[config.mk]
export PLATFORM = sky130hd
export DESIGN_NAME = pi_step_scheduler
export DESIGN_NICKNAME = d
export VERILOG_FILES = /design/src/rtl/pi_step_scheduler.sv
export SDC_FILE = /design/constraint.sdc
export NUM_CORES = 1
export LEC_CHECK = 0
export ABC_AREA = 1
export CAP_MARGIN = 40
export CORE_UTILIZATION = 25
export DETAILED_ROUTE_END_ITERATION = 7
export PLACE_DENSITY = 0.62
export SLEW_MARGIN = 15
export SYNTH_ARGS = -nofsm -noshare
export SYNTH_HDL_FRONTEND = slang
export SYNTH_SLANG_ARGS = --single-unit
[constraint.sdc]
create_clock -name clk -period 5.4 [get_ports clk]
set_clock_uncertainty 0.15 [all_clocks]
set_input_delay 1.08 -clock clk [delete_from_list [all_inputs] [get_ports clk]]
set_output_delay 1.08 -clock clk [all_outputs]
set_load 0.01 [all_outputs]
[src/rtl/pi_step_scheduler.sv]
// Time-step scheduler that multiplexes four channels onto one fixed-latency PI datapath.
// Channels are issued in ascending order. Each issued result is captured LAT cycles
// after its issue, then committed with a one-hot sta pulse.
// Optional macro PI_SCHED_CLAMP_EN: clamps captured results to +/-YLIM and flags sat.
module pi_step_scheduler #(
  parameter int unsigned LAT  = 14,
  parameter logic [31:0] YLIM = 32'h42C80000
) (
  input  logic         clk,
  input  logic         rst,
  input  logic         step_start,
  input  logic [3:0]   ch_en,
  input  logic [127:0] x_in,
  output logic [31:0]  pi_x,
  output logic [1:0]   pi_ch,
  output logic         pi_valid,
  input  logic [31:0]  pi_y,
  output logic [3:0]   sta,
  output logic [127:0] y_out,
  output logic         busy,
  output logic         done,
  output logic         overrun,
  output logic [3:0]   sat
);

  localparam int unsigned NCH = 4;
  localparam int unsigned CW  = 6;

  typedef enum logic [2:0] {
    IDLE, ISSUE, WAIT, CAPTURE, COMMIT, DONE
  } state_t;

  state_t          state, state_d;
  logic [CW-1:0]   cnt, cnt_d;
  logic [NCH-1:0]  pend;
  logic [NCH-1:0]  cand;
  logic [1:0]      nxt_ch;
  logic            nxt_any;
  logic            accept;
  logic [31:0]     cap_y;

  assign accept = (state == IDLE) && step_start;

  // Pick the lowest still-pending channel: the fresh mask when idle, else the remainder past the current one.
  always_comb begin
    cand    = (state == IDLE) ? ch_en : (pend & ~(4'b0001 << pi_ch));
    nxt_any = |cand;
    nxt_ch  = 2'd0;
    for (int i = NCH - 1; i >= 0; i--) begin
      if (cand[i]) nxt_ch = 2'(i);
    end
  end

`ifdef PI_SCHED_CLAMP_EN
  logic cap_over;

  // Magnitude clamp on the raw bit pattern; NaN/Inf exponents exceed any finite limit.
  always_comb begin
    cap_over = pi_y[30:0] > YLIM[30:0];
    cap_y    = cap_over ? {pi_y[31], YLIM[30:0]} : pi_y;
  end

  // Sticky per-channel saturation flags, cleared when a step is accepted.
  always_ff @(posedge clk) begin
    if (rst) begin
      sat <= 4'b0000;
    end else if (accept) begin
      sat <= 4'b0000;
    end else if (state == CAPTURE && cap_over) begin
      sat[pi_ch] <= 1'b1;
    end
  end
`else
  assign cap_y = pi_y;
  assign sat   = 4'b0000;
`endif

  // Next-state logic; the WAIT counter makes CAPTURE land exactly LAT cycles after ISSUE.
  always_comb begin
    state_d = state;
    cnt_d   = cnt;
    case (state)
      IDLE: begin
        if (step_start) state_d = nxt_any ? ISSUE : DONE;
      end
      ISSUE: begin
        if (LAT > 1) begin
          state_d = WAIT;
          cnt_d   = CW'(LAT - 2);
        end else begin
          state_d = CAPTURE;
        end
      end
      WAIT: begin
        if (cnt == '0) state_d = CAPTURE;
        else           cnt_d   = cnt - CW'(1);
      end
      CAPTURE: state_d = COMMIT;
      COMMIT:  state_d = nxt_any ? ISSUE : DONE;
      DONE:    state_d = IDLE;
      default: state_d = IDLE;
    endcase
  end

  // State register plus registered outputs, all decoded from the state being entered.
  always_ff @(posedge clk) begin
    if (rst) begin
      state    <= IDLE;
      cnt      <= '0;
      pend     <= '0;
      pi_x     <= '0;
      pi_ch    <= '0;
      pi_valid <= 1'b0;
      sta      <= '0;
      done     <= 1'b0;
      busy     <= 1'b0;
      overrun  <= 1'b0;
      y_out    <= '0;
    end else begin
      state    <= state_d;
      cnt      <= cnt_d;
      pi_valid <= (state_d == ISSUE);
      sta      <= (state_d == COMMIT) ? (4'b0001 << pi_ch) : 4'b0000;
      done     <= (state_d == DONE);
      busy     <= (state_d != IDLE);
      if (step_start && state != IDLE) overrun <= 1'b1;
      if (accept)               pend <= ch_en;
      else if (state == COMMIT) pend <= cand;
      if (state_d == ISSUE) begin
        pi_ch <= nxt_ch;
        pi_x  <= x_in[{nxt_ch, 5'd0} +: 32];
      end
      if (state == CAPTURE) y_out[{pi_ch, 5'd0} +: 32] <= cap_y;
    end
  end

endmodule

==> results of run 1 <==
==> layout make-up <==
type / instances / area (um^2)
multi-input cells: 843 / 4250
clock buffers: 21 / 480
fillers: 3934 / 23300
inverters: 244 / 922
clock inverters: 10 / 143
well taps: 504 / 631
flip-flops and latches: 183 / 3660
repair buffers: 349 / 3510
==> sequential cells by signal, summed over array words and instances, names as in the netlist <==
name	flops
y_out	128
pi_x	32
cnt	6
pend	4
sta	4
state	3
pi_ch	2
busy	1
done	1
overrun	1
pi_valid	1
==> critical path: cells and delay by family (launching register included) <==
| kind | cells | cell delay, ns |
|---|---|---|
| buffers and inverters | 5 | 1.43 |
| flip-flops | 1 | 0.31 |
| adder cells (fa/ha/maj) | 1 | 0.54 |
| AND/OR/NAND/NOR | 7 | 1.00 |
==> layer usage <==
| metal | GRT usage | wire [um] | vias to the layer above |
|---|---|---|---|
| li1 | - | - | 4894 |
| met1 | 0.219 | 14600 | 4432 |
| met2 | 0.310 | 16900 | 419 |
| met3 | 0.0486 | 3140 | 37 |
| met4 | 0.0718 | 945 | 0 |
| met5 | 0 | 0 | - |
==> cell families (layout without fill, tap and decap cells) <==
logic type                 after synthesis  after routing  synth area share
and+or+nand+nor                        648            648             0.333
buffers and inverters                  352            624             0.164
DFF                                    183            183             0.388
AOI/OAI and AO/OA                      179            179             0.100
adders and majority gates                9              9            0.0119
xor gates and xnor gates                 3              3           0.00278
other                                    1              4          0.000397
==> worst max path at each step <==
| stage | from | to | slack, ns | cells past startpoint |
|---|---|---|---|---|
| floorplan | rst | pi_x[18] | 2.95 | 5 |
| global placement | step_start | pi_x[6] | 1.78 | 9 |
| detailed placement | step_start | pi_x[29] | 1.70 | 9 |
| CTS | pi_ch[0] | pi_x[29] | 1.78 | 13 |
| global route | pi_ch[0] | pi_x[11] | 1.49 | 13 |
| finish | pi_ch[0] | pi_x[18] | 1.83 | 13 |
==> cell usage in the layout (no fill, tap or decap), types with 2 or more instances in the layout <==
| master | synthesis | final |
|---|---|---|
| bufinv_16 | 0 | 3 |
| nand3_1 | 214 | 214 |
| nand2_1 | 238 | 238 |
| nor2_4 | 2 | 2 |
| nor2_1 | 32 | 32 |
| inv_2 | 5 | 5 |
| nand3_2 | 2 | 2 |
| buf_16 | 0 | 2 |
| xnor2_1 | 2 | 2 |
| nand2_4 | 9 | 9 |
| dfxtp_1 | 183 | 183 |
| clkinv_4 | 0 | 3 |
| inv_6 | 1 | 2 |
| nand2_2 | 16 | 16 |
| a21oi_1 | 161 | 161 |
| clkbuf_16 | 0 | 17 |
| o211ai_1 | 2 | 2 |
| ha_1 | 9 | 9 |
| conb_1 | 1 | 4 |
| inv_1 | 237 | 237 |
| o21ai_0 | 2 | 2 |
| or3_1 | 79 | 79 |
| clkbuf_8 | 0 | 4 |
| nor3_1 | 36 | 36 |
| nand4_1 | 16 | 16 |
| clkdlybuf4s50_1 | 0 | 335 |
| clkinv_2 | 1 | 3 |
| buf_4 | 13 | 10 |
| a21oi_2 | 11 | 11 |
==> power by group <==
group | internal, W | switching (W) | total [W]
clock network | 0.000778 | 0.000563 | 0.00134
logic | 0.000528 | 0.000954 | 0.00148
registers | 0.00144 | 0.0000583 | 0.00150
==> synth_stat cells (all sizes together) (2+ instances only) <==
master	number	area share
o211ai	2	0.0016
nor2	35	0.016
clkbuf	57	0.023
buf	49	0.041
dfxtp	183	0.39
xnor2	2	0.0019
a21oi	172	0.096
nand4	16	0.011
ha	9	0.012
o21ai	3	0.0016
nand3	217	0.12
nand2	263	0.12
nor3	37	0.020
inv	243	0.097
or3	79	0.052
==> stage by stage <==
stage | utilization | std cells | hold WS [ns] | power (W)
finish | 0.369 | 2154 | 0.275 | 0.00432
global route | 0.369 | 2154 | 0.314 | 0.00460
global placement | 0.350 | 2120 | 0.264 | 0.00299
detailed placement | 0.352 | 2123 | 0.270 | 0.00302
CTS | 0.369 | 2154 | 0.280 | 0.00439
floorplan | - | 1378 | 0.253 | 0.00253
==> impl_results.md, run 1 <==
- Layout area overhead: 44.0%
- Reg clk slew, reported paths: roughly 0.070 ns
- Slew Limit Fails: 0
- Status: finished clean
- Flops & latches, synth: roughly 180
- CP Max Fanout: 39
- Crit path cell chain: buf_4, inv_1, ha_1, inv_2, nand3_2, nand2_2, nor2_4, nand2_4, clkinv_2, nand3_1, nand3_1, nand2_1, inv_1
- Post-CTS Setup Bufs: 0
- Total Wirelength: around 36000 um
- CTS Buf Count: 17
- Clock latency on the worst-skew pair: about 0.44 ns
- Dpl hpwl: around 26000 um
- Final period util: 0.661
- Syn_area_per_cell: about 6.9 um^2
- DR iter-0 viols: 340
- Die Y: between 150 and 200 um
- Gpl congestion: 0.905
- Antenna-violating nets left: 0
- Yosys warnings: 0
- Final instance area: roughly 0.014 mm^2
- Leak Pwr: 5.57 nW
- Tmin final: ~3.6 ns
- DRC: 0
- Ys flop type: dfxtp_1
- Die Wd: 196 um
- Initial antenna violation count: 0
- Fmax achieved: approximately 280 MHz
- Setup crit start kind: flop
- Worst hold start: cnt[0]
- Async set-reset flop share out of synthesis: 0
- Pwr Density: between 300 and 400 mW/mm^2
- Worst-case clock buffer depth: 2
- Share of layout cells above drive strength 1: 0.0576
- Hold Path Class: flop to flop
- Die Area: 0.0385 mm^2
- Worst Slack Setup Final: between 1.5 and 2 ns
- Final layout net count: ~1800
- Number of I/O port buffers: roughly 340
- Hold Fails Final Rpt: 0
- Drt via density: 4.54
- CP endpoint kind: flop
- Vias: around 9800
- Max_cap viols: 0
- Unique masters post-synth: 39
- Sequential area share after synthesis: 0.388
- Vias in the first global route: between 9000 and 10000
- Worst slew pin tran: slightly above 0.8 ns
- Clock Sinks: between 150 and 200
- Number of gates resized after cts: 0
- Initial DRT Pass Iterations: 5
- # setup viols final: 0
- Initial core utilization: 0.256
- R2r setup slk: around 1.8 ns
- Core Region: 0.0369 mm^2
- Hold Path Stages: 1
- Setup repair after global routing missed its margin: no
- Mapped cell area: 0.00944 mm^2
- N_diodes: 0
- Critical Path AT: around 3.8 ns
- DR WL/cell: roughly 16 um
- Critical-path top delay cell: clkinv_2
- Cell Rows: 70
- Largest net degree at the start of global routing: 85
- Clock root buffer master: clkbuf_16
- Post-Syn Instances: between 1000 and 1500
- Reg2Reg Launch Point: pi_ch[0]
- First-pass GRT wire length: about 54000 um
- WP data required: between 5 and 6 ns
- Critical Setup Path Class: flop to flop
- # IOs: roughly 340
- All-Layer GR Usage: 0.183
- Post-place setup slack: between 1.5 and 2 ns
- Overflow left after global routing: 0
- Largest stage delay, worst path: approximately 0.56 ns
- Hold Buf Count CTS: 0
- Worst VDD drop: 0.194 mV
- CTS tree: built
- EDFF count, synth: 0
- Placed cell areas: between 0.01 and 0.015 mm^2
- Max-Slew Margin vs Limit: 0.459
- Setup TNS: 0 ns
- H-tree Lvls: 4
- Reg2reg path depth: 13
- Worst Hold Path EP: cnt[0]
- Worst R2R End: pi_x[18]
Note: power is estimated with default switching activity, not from simulation.
==> run 2, diff against run 1 <==
--- a/config.mk
+++ b/config.mk
@@ -9,7 +9,7 @@
 export CAP_MARGIN = 40
 export CORE_UTILIZATION = 25
 export DETAILED_ROUTE_END_ITERATION = 7
-export PLACE_DENSITY = 0.62
+export PLACE_DENSITY = 0.64
 export SLEW_MARGIN = 15
 export SYNTH_ARGS = -nofsm -noshare
 export SYNTH_HDL_FRONTEND = slang
==> constraint.sdc (replaced) <==
create_clock -name clk -period 2.92 [get_ports clk]
set_clock_uncertainty 0.15 [all_clocks]
set_input_delay 0.584 -clock clk [delete_from_list [all_inputs] [get_ports clk]]
set_output_delay 0.584 -clock clk [all_outputs]
set_load 0.01 [all_outputs]
==> impl_results.md, run 2 (synthesis results as in run 1) <==
- Slew Limit Fails: 0 (unchanged)
- Fmax achieved: 426 MHz (+52%)
- Tmin final: 2.35 ns (-1.22 ns)
- Largest stage delay, worst path: 0.52 ns (-0.04 ns)
- Pwr Density: 583 mW/mm^2 (+83%)
- Final layout net count: 1829 (+0.83%)
- Setup crit start kind: flop
- Worst hold start: cnt[0]
- Worst Slack Setup Final: 0.574 ns (-1.26 ns)
- Filler cell count: 3891 (-1.1%)
- Hold Path Class: flop to flop
- Cell Rows: 70 (unchanged)
- # IOs: 341 (unchanged)
- DRC: 0 (unchanged)
- Hold Fails Final Rpt: 0 (unchanged)
- Layout area overhead: 45.1%
- DR WL/cell: 16.2 um (-1.7%)
- Max_cap viols: 0 (unchanged)
- Dpl hpwl: 25700 um (about the same)
- Worst Setup SP: state[0]
- Largest Register: y_out
- Most frequent cells in the layout: clkdlybuf4s50_1, nand2_1, inv_1, nand3_1, dfxtp_1
- Reg2Reg Launch Point: state[0]
- Critical Path AT: 2.56 ns (-1.21 ns)
- Clock latency on the worst-skew pair: 0.44 ns (about the same)
- Crit path cell chain: inv_2, nor3_4, nand2_4, or3_1, a21oi_1
- CP delay by family, top: simple AND/OR/NAND/NOR gates
- Die Wd: 196 um (unchanged)
- Status: finished clean
- Final period util: 0.804 (+0.142)
- Setup repair after global routing missed its margin: no
- Total Wirelength: 35200 um (-0.97%)
- Share of layout cells above drive strength 1: 0.0666 (+0.00905)
- Worst-case clock buffer depth: 2 (unchanged)
- CTS tree: built
- Leak Pwr: 5.62 nW (+0.88%)
- All-Layer GR Usage: 0.181 (-0.00218)
- Reg clk slew, reported paths: 0.08 ns (about the same)
- H-tree Lvls: 4 (unchanged)
- Power Total: 0.00799 W (+85%)
- WP data required: 3.14 ns (-2.46 ns)
- Number of gates resized after cts: 0 (unchanged)
- Number of I/O port buffers: 336 (unchanged)
- Vias in the first global route: 9451 (+0.085%)
- Overflow left after global routing: 0 (unchanged)
- Initial core utilization: 0.256 (unchanged)
- Initial DRT Pass Iterations: 4 (-1)
- Gpl congestion: 0.929 (+2.6%)
- N_diodes: 0 (unchanged)
- Initial antenna violation count: 0 (unchanged)
- CP Max Fanout: 64 (+64%)
- Worst slew pin tran: 0.696 ns (-0.116 ns)
- Largest net degree at the start of global routing: 97 (+14%)
- Drt via density: 4.58 (+0.89%)
- Die Area: 0.0385 mm^2 (unchanged)
- Core Util, Final: 0.371 (+0.00265)
- Antenna-violating nets left: 0 (unchanged)
- Clock root buffer master: clkbuf_16
- CTS Buf Count: 17 (unchanged)
- Post-place setup slack: 0.413 ns (-1.28 ns)
- # setup viols final: 0 (unchanged)
- Setup TNS: 0 ns (unchanged)
- Core Region: 0.0369 mm^2 (unchanged)
- Post-CTS Setup Bufs: 0 (unchanged)
- CP endpoint kind: flop
- Biggest regs: y_out: 128 flops, pi_x: 32 flops, cnt: 6 flops
- WP buf/inv: 1 (-4)
- First-pass GRT wire length: 54000 um (-0.38%)
- Critical Setup Path Class: flop to flop
- Max-Slew Margin vs Limit: 0.536 (+0.0775)
- Die Y: 196 um (unchanged)
- Critical-path top delay cell: or3_1
- DR iter-0 viols: 500 (+47%)
- Hold Buf Count CTS: 0 (unchanged)
- Vias: 9942 (+1.6%)
- Most common cell after layout, fill and taps aside: clkdlybuf4s50_1
- Clock Sinks: 183 (unchanged)
- Worst VDD drop: 0.408 mV (+110%)
- Max reg flops: 128 (unchanged)
## run 2: final cells by class
class / instances / area [um^2] / area share
Clock buffer: 17 / 425 / 0.0311
Clock inverter: 15 / 160 / 0.0117
Inverter: 244 / 922 / 0.0673
Multi-Input combinational cell: 843 / 4250 / 0.310
Sequential cell: 183 / 3660 / 0.267
Tap cell: 504 / 631 / 0.0460
Timing Repair Buffer: 364 / 3640 / 0.266
## run 2: final timing paths
| kind | depth (start not counted) | slack, ns | end |
|---|---|---|---|
| max | 5 | 0.57 | y_out[99] |
| max reg2reg | 5 | 0.57 | y_out[99] |
| min reg2reg | 1 | 0.29 | cnt[0] |
| min | 1 | 0.29 | cnt[0] |
## run 2: through the flow
step | hold WS (ns) | cell area (um^2) | instances
CTS | 0.293 | 13700 | 2170
finish | 0.285 | 13700 | 2170
global route | 0.312 | 13700 | 2170
floorplan | 0.253 | 9450 | 1378
detailed placement | 0.281 | 13100 | 2138
global placement | 0.264 | 13100 | 2137
## run 2: per-layer routing
metal	vias up	part of all wire	wire length [um]	track usage
li1	4920	-	-	-
met1	4562	0.41	14600	0.219
met2	419	0.48	16700	0.308
met3	41	0.085	2980	0.0441
met4	0	0.026	918	0.0666
met5	-	0	0	0
## run 2: report_power, final
group          total (W)  internal [W]  switching [W]  leakage [nW]
Sequential       0.00277       0.00266       0.000103          1.48
Combinational    0.00285       0.00106        0.00178          3.86
Clock            0.00237       0.00121        0.00116         0.274
